### src/rtl/mul_32bit_seq_pkg.sv
// Shared definitions for the sequential shift-and-add multiplier.
// Holds the state encodings, datapath widths and the last-iteration index.
package mul_32bit_seq_pkg;

    localparam int WIDTH = 32;
    localparam int CNT_W = 6;

    typedef logic [1:0] state_t;

    localparam state_t S_IDLE = 2'd0;
    localparam state_t S_RUN  = 2'd1;
    localparam state_t S_DONE = 2'd2;

    localparam logic [CNT_W-1:0] ITER_LAST = 6'd31;

endpackage

### src/rtl/mul_32bit_seq_if.sv
// Start/busy/done handshake and operand/product bus between the ALU control and the multiplier.
interface mul_32bit_seq_if;
    import mul_32bit_seq_pkg::*;

    logic                 i_start;
    logic [WIDTH-1:0]     i_a;
    logic [WIDTH-1:0]     i_b;
    logic                 o_busy;
    logic                 o_done;
    logic [2*WIDTH-1:0]   o_p;

    modport master (
        output i_start,
        output i_a,
        output i_b,
        input  o_busy,
        input  o_done,
        input  o_p
    );

    modport slave (
        input  i_start,
        input  i_a,
        input  i_b,
        output o_busy,
        output o_done,
        output o_p
    );

endinterface

### src/rtl/mul_32bit_seq_add_32bit.sv
// Fixed-width 32-bit adder with carry in/out, used as the multiplier's datapath adder.
module add_32bit (
    input  logic [31:0] i_x,
    input  logic [31:0] i_y,
    input  logic        i_c_in,
    output logic [31:0] o_z,
    output logic        o_c_out
);

    logic [32:0] w_sum;

    assign w_sum   = {1'b0, i_x} + {1'b0, i_y} + {32'd0, i_c_in};
    assign o_z     = w_sum[31:0];
    assign o_c_out = w_sum[32];

endmodule

### src/rtl/mul_32bit_seq.sv
// Sequential unsigned 32x32->64 shift-and-add multiplier, one iteration per cycle.
// The accumulator and multiplier shift right together so {ACC, Q} ends up holding the product.
module mul_32bit_seq
    import mul_32bit_seq_pkg::*;
(
    input  logic              clk,
    input  logic              rst_n,
    mul_32bit_seq_if.slave    bus
);

    state_t               r_state;
    state_t               w_next_state;
    logic [WIDTH-1:0]     r_acc;
    logic [WIDTH-1:0]     r_q;
    logic [WIDTH-1:0]     r_m;
    logic [CNT_W-1:0]     r_count;
    logic [2*WIDTH-1:0]   r_p;

    logic                 w_accept;
    logic                 w_iter;
    logic                 w_last;
    logic [WIDTH-1:0]     w_y;
    logic [WIDTH-1:0]     w_z;
    logic                 w_c_out;
    logic [WIDTH-1:0]     w_acc_next;
    logic [WIDTH-1:0]     w_q_next;

    assign w_accept = ((r_state == S_IDLE) || (r_state == S_DONE)) && bus.i_start;
    assign w_iter   = (r_state == S_RUN);
    assign w_last   = w_iter && (r_count == ITER_LAST);

    assign w_y = r_q[0] ? r_m : '0;

    add_32bit u_add (
        .i_x     (r_acc),
        .i_y     (w_y),
        .i_c_in  (1'b0),
        .o_z     (w_z),
        .o_c_out (w_c_out)
    );

    // Carry-out becomes the new accumulator MSB so no product bit is ever lost.
    assign w_acc_next = {w_c_out, w_z[WIDTH-1:1]};
    assign w_q_next   = {w_z[0], r_q[WIDTH-1:1]};

    always_comb begin
        w_next_state = r_state;
        case (r_state)
            S_IDLE:  w_next_state = bus.i_start ? S_RUN : S_IDLE;
            S_RUN:   w_next_state = w_last ? S_DONE : S_RUN;
            S_DONE:  w_next_state = bus.i_start ? S_RUN : S_IDLE;
            default: w_next_state = S_IDLE;
        endcase
    end

    always_ff @(posedge clk) begin
        if (!rst_n) begin
            r_state <= S_IDLE;
        end else begin
            r_state <= w_next_state;
        end
    end

    always_ff @(posedge clk) begin
        if (!rst_n) begin
            r_acc   <= '0;
            r_q     <= '0;
            r_m     <= '0;
            r_count <= '0;
        end else if (w_accept) begin
            r_acc   <= '0;
            r_q     <= bus.i_b;
            r_m     <= bus.i_a;
            r_count <= '0;
        end else if (w_iter) begin
            r_acc   <= w_acc_next;
            r_q     <= w_q_next;
            r_count <= r_count + 1'b1;
        end
    end

    // The product register only changes on completion, so it holds across a back-to-back start.
    always_ff @(posedge clk) begin
        if (!rst_n) begin
            r_p <= '0;
        end else if (w_last) begin
            r_p <= {w_acc_next, w_q_next};
        end
    end

    assign bus.o_busy = (r_state == S_RUN);
    assign bus.o_done = (r_state == S_DONE);
    assign bus.o_p    = r_p;

endmodule

### src/flat_wrapper.sv
// flat-port wrapper written by rule: the top's interface ports become plain ports
module mul_32bit_seq_flat import mul_32bit_seq_pkg::*;
  (clk, rst_n, bus_i_start, bus_i_a, bus_i_b, bus_o_busy, bus_o_done, bus_o_p);
  mul_32bit_seq_if bus_i ();
  input  logic clk;
  input  logic rst_n;
  input wire logic [$bits(bus_i.i_start)-1:0] bus_i_start;
  input wire logic [$bits(bus_i.i_a)-1:0] bus_i_a;
  input wire logic [$bits(bus_i.i_b)-1:0] bus_i_b;
  output wire logic [$bits(bus_i.o_busy)-1:0] bus_o_busy;
  output wire logic [$bits(bus_i.o_done)-1:0] bus_o_done;
  output wire logic [$bits(bus_i.o_p)-1:0] bus_o_p;
  assign bus_i.i_start = bus_i_start;
  assign bus_i.i_a = bus_i_a;
  assign bus_i.i_b = bus_i_b;
  assign bus_o_busy = bus_i.o_busy;
  assign bus_o_done = bus_i.o_done;
  assign bus_o_p = bus_i.o_p;
  mul_32bit_seq u_core (.clk(clk), .rst_n(rst_n), .bus(bus_i));
endmodule
### config.mk
export PLATFORM = sky130hd
export DESIGN_NAME = mul_32bit_seq_flat
export DESIGN_NICKNAME = d
export VERILOG_FILES = /design/src/rtl/mul_32bit_seq_pkg.sv /design/src/rtl/mul_32bit_seq_if.sv /design/src/rtl/mul_32bit_seq_add_32bit.sv /design/src/rtl/mul_32bit_seq.sv /design/src/flat_wrapper.sv
export SDC_FILE = /design/constraint.sdc
export NUM_CORES = 1
export LEC_CHECK = 0
export CAP_MARGIN = 5
export CORE_ASPECT_RATIO = 0.5
export CORE_MARGIN = 2
export CORE_UTILIZATION = 55
export DETAILED_ROUTE_END_ITERATION = 10
export MAX_ROUTING_LAYER = met4
export PLACE_DENSITY_LB_ADDON = 0.25
export SYNTH_ARGS = -nofsm -noshare
export SYNTH_HDL_FRONTEND = slang
export SYNTH_HIERARCHICAL = 1
export SYNTH_SLANG_ARGS = --single-unit
export TNS_END_PERCENT = 30
### constraint.sdc
create_clock -name clk -period 7.95 [get_ports clk]
set_input_delay 1.1925 -clock clk [delete_from_list [all_inputs] [get_ports clk]]
set_output_delay 1.1925 -clock clk [all_outputs]
set_load 0.01 [all_outputs]
==> results.ini, run 1 <==
[run_status]
status = complete, no violations

[die]
die_y_um = 91.6
rows = 31
die_w_um = 179
die-area_mm2 = 0.0164
core_region_area_mm2 = 0.0147
start_util_pct = 57.2
io_pins = 133

[route]
drc = 0
num_vias = 7423
antenna_left = 0
post_drt_wl_per_cell_um = 15.3
routed_via_density = 5.64
detailedRoute.firstIterationViolations = 436
dr.pass1.iters = 5
drt_wl_total_um = 20100

[yosys]
synth.largest_area_cell = dfxtp_1
synth_fa_ha_area_share_pct = 5.22
ys_dominant_reg_cell = dfxtp_1
synth_top_area_share_pct = 39.9
synth_cells = 1025
post_synth_and_or_nand_nor_area_fraction_pct = 22.2
synth_top_family_by_area = simple AND/OR/NAND/NOR gates
synth-compound-area-share_pct = 16.4
synth_mux_area_share_pct = 7.83
async_flop_share_pct = 0
syn_avg_cell_area_um2 = 8.23
yosys-top-cells-area = dfxtp_1, nand2_1, mux2i_1, ha_1, a21oi_1
netlist_area_mm2 = 0.00843
synth-xor-area-share_pct = 3.32
syn_nets = 1126
seq_area_frac_synth_pct = 39.9
ys_warn_count = 6
synth_cell_types = 58
synth_edf_count = 0
synth_seq_cells = 168

[global_routing]
antenna_found_initial = 0
grt_max_degree = 103
grt_overflow = 0
grt_pass1_wl_um = 33500
grt_pass1_vias = 7087
grt_usage_pct = 25.9

[clocking]
numCtsBuffers = 17
post-cts-setup-buffers = 0
insertion_delay_ns = 0.43
cts_tree = done
clock_sinks = 168
cts_root_buffer = clkbuf_16
ctsLongestPathBuffers = 2
cts_max_level = 4
cts-hold-fix-buffers = 0
cts.reportedPaths.clkPinSlew_ns = 0.07
cts_resized = 0

[sta]
maxSlewViolCount = 0
worst_slew_pin_slew_ns = 1.13
hold_viol_final = 0
fin_skew_ns = 0.0116
slew_headroom_pct = 24.7
finalSetupViolations = 0
final.period_utilization_pct = 52.9
setup_tns_ns = 0
max_freq_mhz = 238
period_minus_slack_ns = 4.20
rsz0062_at_grt = false

[finish]
final_area_mm2 = 0.0103
finalNetCount = 1208
n_fill_cell = 1232
final_common_cell = nand2_1
drive_above_1_share_pct = 4.56
antenna_cells = 0
postLayoutCoreUtil_pct = 69.8
final_cells = 1317
syn2layout_area_growth_pct = 22.1
final_cell_mix = nand2_1, dfxtp_1, clkdlybuf4s50_1

[worst_setup_path]
endpoint = u_core/bus.o_p[61]$_SDFFE_PN0P_
startpoint_type = flop
worstSetupPathType = reg -> reg
rrSetupSlack_ns = 3.75
crit_arrival_ns = 4.56
r2r-start = u_core/r_q[0]$_SDFFE_PN0P_
path_max_fanout = 33
endpoint_kind = flop
rr_worst_depth = 12
r2r-end = u_core/bus.o_p[61]$_SDFFE_PN0P_
startpoint = u_core/r_q[0]$_SDFFE_PN0P_
worstPathRequired_ns = 8.31

[min_path]
hp-class = reg -> reg

[power_and_ir_drop]
vdd_drop_max_mv = 0.141
pwr-share-clk_pct = 45.0
p_leak_uw = 0.00384
combPwrFrac_pct = 8.7
pwr-share-seq_pct = 46.3
p_int_uw = 1460
power_density_mw_per_mm2 = 188
switching_share_pct = 24.7
total_power_uw = 1930
p_switching_uw = 477

[placement]
placed_cell_area_mm2 = 0.00968
hpwlAfterDp_um = 13000
port_buffers = 132
placedCellCount = 1286
gp_congestion = 0.936

[flow_run]
cap_viol_max_count = 0

==> sequential cells by signal, summed over array words and instances (netlist names) <==
name	cells
u_core/r_m	32
u_core/r_q	32
u_core/r_acc	32
u_core/r_state	2
u_core/bus.o_p	64
u_core/r_count	6
==> metal layers <==
| layer | wire length (um) | GRT usage (%) | vias up |
|---|---|---|---|
| met2 | 9210 | 40.3 | 194 |
| met1 | 9490 | 33.6 | 3516 |
| met5 | 0 | - | - |
| met3 | 1200 | 5.99 | 26 |
| met4 | 244 | 7.93 | 0 |
| li1 | - | - | 3687 |
==> cells by family (layout without fill, tap and decap cells) <==
family,count (synthesis),after routing
other,1,1
multiplexers,66,66
buffers and inverters,86,180
XOR/XNOR,32,32
adder cells (fa/ha/maj),34,34
AO/OA/AOI/OAI,206,206
flip-flops,168,168
AND/OR/NAND/NOR,432,432
==> how the worst min path moves through the flow <==
stage | from | endpoint | slack (ns) | depth (start not counted)
after global placement | u_core/r_m[9]$_SDFFE_PN0N_ | u_core/r_m[9]$_SDFFE_PN0N_ | 0.44 | 2
final | u_core/r_m[7]$_SDFFE_PN0N_ | u_core/r_m[7]$_SDFFE_PN0N_ | 0.45 | 2
after detailed placement | u_core/r_m[7]$_SDFFE_PN0N_ | u_core/r_m[7]$_SDFFE_PN0N_ | 0.44 | 2
after CTS | u_core/r_m[7]$_SDFFE_PN0N_ | u_core/r_m[7]$_SDFFE_PN0N_ | 0.45 | 2
after global routing | u_core/r_acc[27]$_SDFFE_PP0P_ | u_core/r_acc[27]$_SDFFE_PP0P_ | 0.47 | 2
after floorplan | u_core/r_m[10]$_SDFFE_PN0N_ | u_core/r_m[10]$_SDFFE_PN0N_ | 0.43 | 2
==> through the flow <==
step / setup slack [ns] / hold WS (ns)
final: 3.75 / 0.448
after global placement: 3.96 / 0.439
after floorplan: 4.87 / 0.430
after global routing: 3.38 / 0.475
after detailed placement: 3.86 / 0.443
after CTS: 3.81 / 0.452
==> layout make-up <==
class	instances	area (um^2)	share of cell area, %
sequential	168	3360	32.7
multi-input combinational	771	4660	45.2
clock inverter	12	163	1.58
tap	198	248	2.41
inverter	10	37.5	0.365
clock buffer	19	453	4.40
timing repair buffer	139	1370	13.3
==> power groups by stage <==
stage,registers [uW],logic (uW),clock network [uW]
6_report,896,169,869
5_1_grt,899,187,920
4_1_cts,895,169,886
3_5_place_dp,914,167,0
3_3_place_gp,912,164,0
2_1_floorplan,903,114,0
==> critical path, stage by stage (launching register included) <==
cell and delay (ns):
dfxtp_1 0.68, and2_1 0.38, fa_1 0.45, fa_1 0.42, a21o_1 0.21, a221oi_1 0.58, o21a_1 0.26, a21oi_1 0.14
a21oi_1 0.38, o221ai_1 0.19, xor2_1 0.22, nand2_1 0.08, mux2i_1 0.15
==> cells in the mapped netlist (3+ instances only) <==
master    number
xor2_1        15
a311oi_1       3
o21ai_0       11
and3_1         3
dfxtp_1      168
xnor2_1       17
nand4_1        5
clkbuf_1      39
inv_1          7
a21oi_1       71
ha_1          32
a21o_1        17
o221ai_1      32
o211ai_1       6
buf_2         26
o31ai_1        4
nand2_1      279
and2_1        33
a21boi_1       8
buf_8          4
a21boi_0      25
o21bai_1       5
buf_4          4
nor2_1        47
nand2b_1       4
o21ai_1        3
nand3_1        8
a31oi_1        6
inv_2          3
a211oi_1       3
o21a_1         3
nor2b_1        4
mux2i_1       66
nor3_1        35
Power figures use the tool's default switching activity.
==> inputs of run 2 (changes only) <==
CORE_UTILIZATION = 54   (was 55)
clock period = 4.2 ns   (was 7.95 ns; I/O delays follow)
==> run 2 against run 1 <==
Routed wire length is 0.37% higher. Global-route usage decreased by 0.92 points. Clock-buffer cell count is 1 lower. Clock skew about the same. Total power rose by 85%. Cell count grew 0.68%. Clock power grew 78%. Worst setup slack lost 3.1 ns. Via count decreased by 1.3%. Worst hold slack improved by 0.0065 ns. Die area increased by 1.8%. Utilization is 2.7 points lower. Critical endpoint is now u_core/bus.o_p[62]$_SDFFE_PN0P_.
==> results.ini, run 2 (synthesis results as in run 1) <==
[worst_setup_path]
worstPathRequired_ns = 4.56
worstSetupPathType = reg -> reg
startpoint_type = flop
endpoint_kind = flop
path_max_fanout = 32
crit_arrival_ns = 3.96

[sta]
rsz0062_at_grt = false
final.period_utilization_pct = 85.7
max_freq_mhz = 278
maxSlewViolCount = 0
slew_headroom_pct = 44.8
period_minus_slack_ns = 3.60
hold_viol_final = 0
fin_skew_ns = 0.0114
finalSetupViolations = 0
worst_slew_pin_slew_ns = 0.828
setup_tns_ns = 0

[global_routing]
grt_max_degree = 127
antenna_found_initial = 0
grt_pass1_wl_um = 33300
grt_usage_pct = 25.0
grt_pass1_vias = 6890
grt_overflow = 0

[finish]
antenna_cells = 0
finalNetCount = 1210
largest_reg_flops = 64
drive_above_1_share_pct = 4.81
final_cell_mix = nand2_1, dfxtp_1, clkdlybuf4s50_1
syn2layout_area_growth_pct = 22.2
final_common_cell = nand2_1

[die]
rows = 32
start_util_pct = 55.0
die_y_um = 92.4
io_pins = 133
die_w_um = 181
core_region_area_mm2 = 0.0153
die-area_mm2 = 0.0167

[power_and_ir_drop]
vdd_drop_max_mv = 0.302
total_power_uw = 3570
power_density_mw_per_mm2 = 346
p_leak_uw = 0.00385

[clocking]
post-cts-setup-buffers = 0
insertion_delay_ns = 0.43
cts.reportedPaths.clkPinSlew_ns = 0.08
cts_resized = 0
cts-hold-fix-buffers = 0
clock_sinks = 168
cts_root_buffer = clkbuf_16
numCtsBuffers = 17
cts_tree = done
cts_max_level = 4
ctsLongestPathBuffers = 2

[placement]
hpwlAfterDp_um = 13500
gp_congestion = 0.948
port_buffers = 132

[route]
num_vias = 7328
routed_via_density = 5.53
drc = 0
drt_wl_total_um = 20200
antenna_left = 0
post_drt_wl_per_cell_um = 15.3
detailedRoute.firstIterationViolations = 474
dr.pass1.iters = 5

[run_status]
status = complete, no violations

[flow_run]
cap_viol_max_count = 0

[min_path]
hp-class = reg -> reg

==> run 2: through the flow <==
stage	instances	cell area (um^2)	setup WS (ns)	util (%)	hold slack, ns
floorplan	1025	8430	1.12	-	0.430
global placement	1294	9710	0.759	63.3	0.441
detailed placement	1294	9710	0.712	63.3	0.447
CTS	1326	10300	0.699	67.2	0.457
global route	1326	10300	0.378	67.2	0.479
finish	1326	10300	0.602	67.2	0.455
==> run 2: final timing paths <==
kind,endpoint,slack [ns],cells past startpoint,startpoint
worst min-delay path,u_core/r_m[9]$_SDFFE_PN0N_,0.45,2,u_core/r_m[9]$_SDFFE_PN0N_
worst max-delay path,u_core/bus.o_p[62]$_SDFFE_PN0P_,0.60,12,u_core/r_q[0]$_SDFFE_PN0P_
worst max register to register,u_core/bus.o_p[62]$_SDFFE_PN0P_,0.60,12,u_core/r_q[0]$_SDFFE_PN0P_
worst min register to register,u_core/r_m[9]$_SDFFE_PN0N_,0.45,2,u_core/r_m[9]$_SDFFE_PN0N_
==> run 2: critical path, cell delays in order, from the launching register on <==
cell and delay, ns:
dfxtp_1 0.32, buf_4 0.30, and2_1 0.24, ha_1 0.26, a211oi_1 0.20, o21bai_1 0.19, o311ai_1 0.45, nand3_1 0.22
a311oi_1 0.56, o21a_1 0.27, mux2i_1 0.29, nand2_1 0.07, mux2i_1 0.15
==> run 2: layout make-up <==
class / count / area, um^2
clock inverters: 14 / 149
flip-flops and latches: 168 / 3360
inverters: 10 / 37.5
fillers: 1296 / 5030
multi-input cells: 771 / 4660
well taps: 204 / 255
repair buffers: 141 / 1400
clock buffers: 18 / 439
==> run 2: routing by layer <==
| metal | track usage [%] | share of wire (%) | vias to the layer above | wire length [um] |
|---|---|---|---|---|
| li1 | - | - | 3681 | - |
| met1 | 32.2 | 48 | 3434 | 9630 |
| met2 | 40.2 | 46 | 197 | 9270 |
| met3 | 5.86 | 5.8 | 16 | 1180 |
| met4 | 5.91 | 0.73 | 0 | 148 |
| met5 | - | 0 | - | 0 |
==> run 2: power by group <==
group          internal [uW]  total, uW  switching, uW
combinational            138        331            193
sequential              1650       1680           37.1
clock                    814       1550            739
total                   2600       3570            970
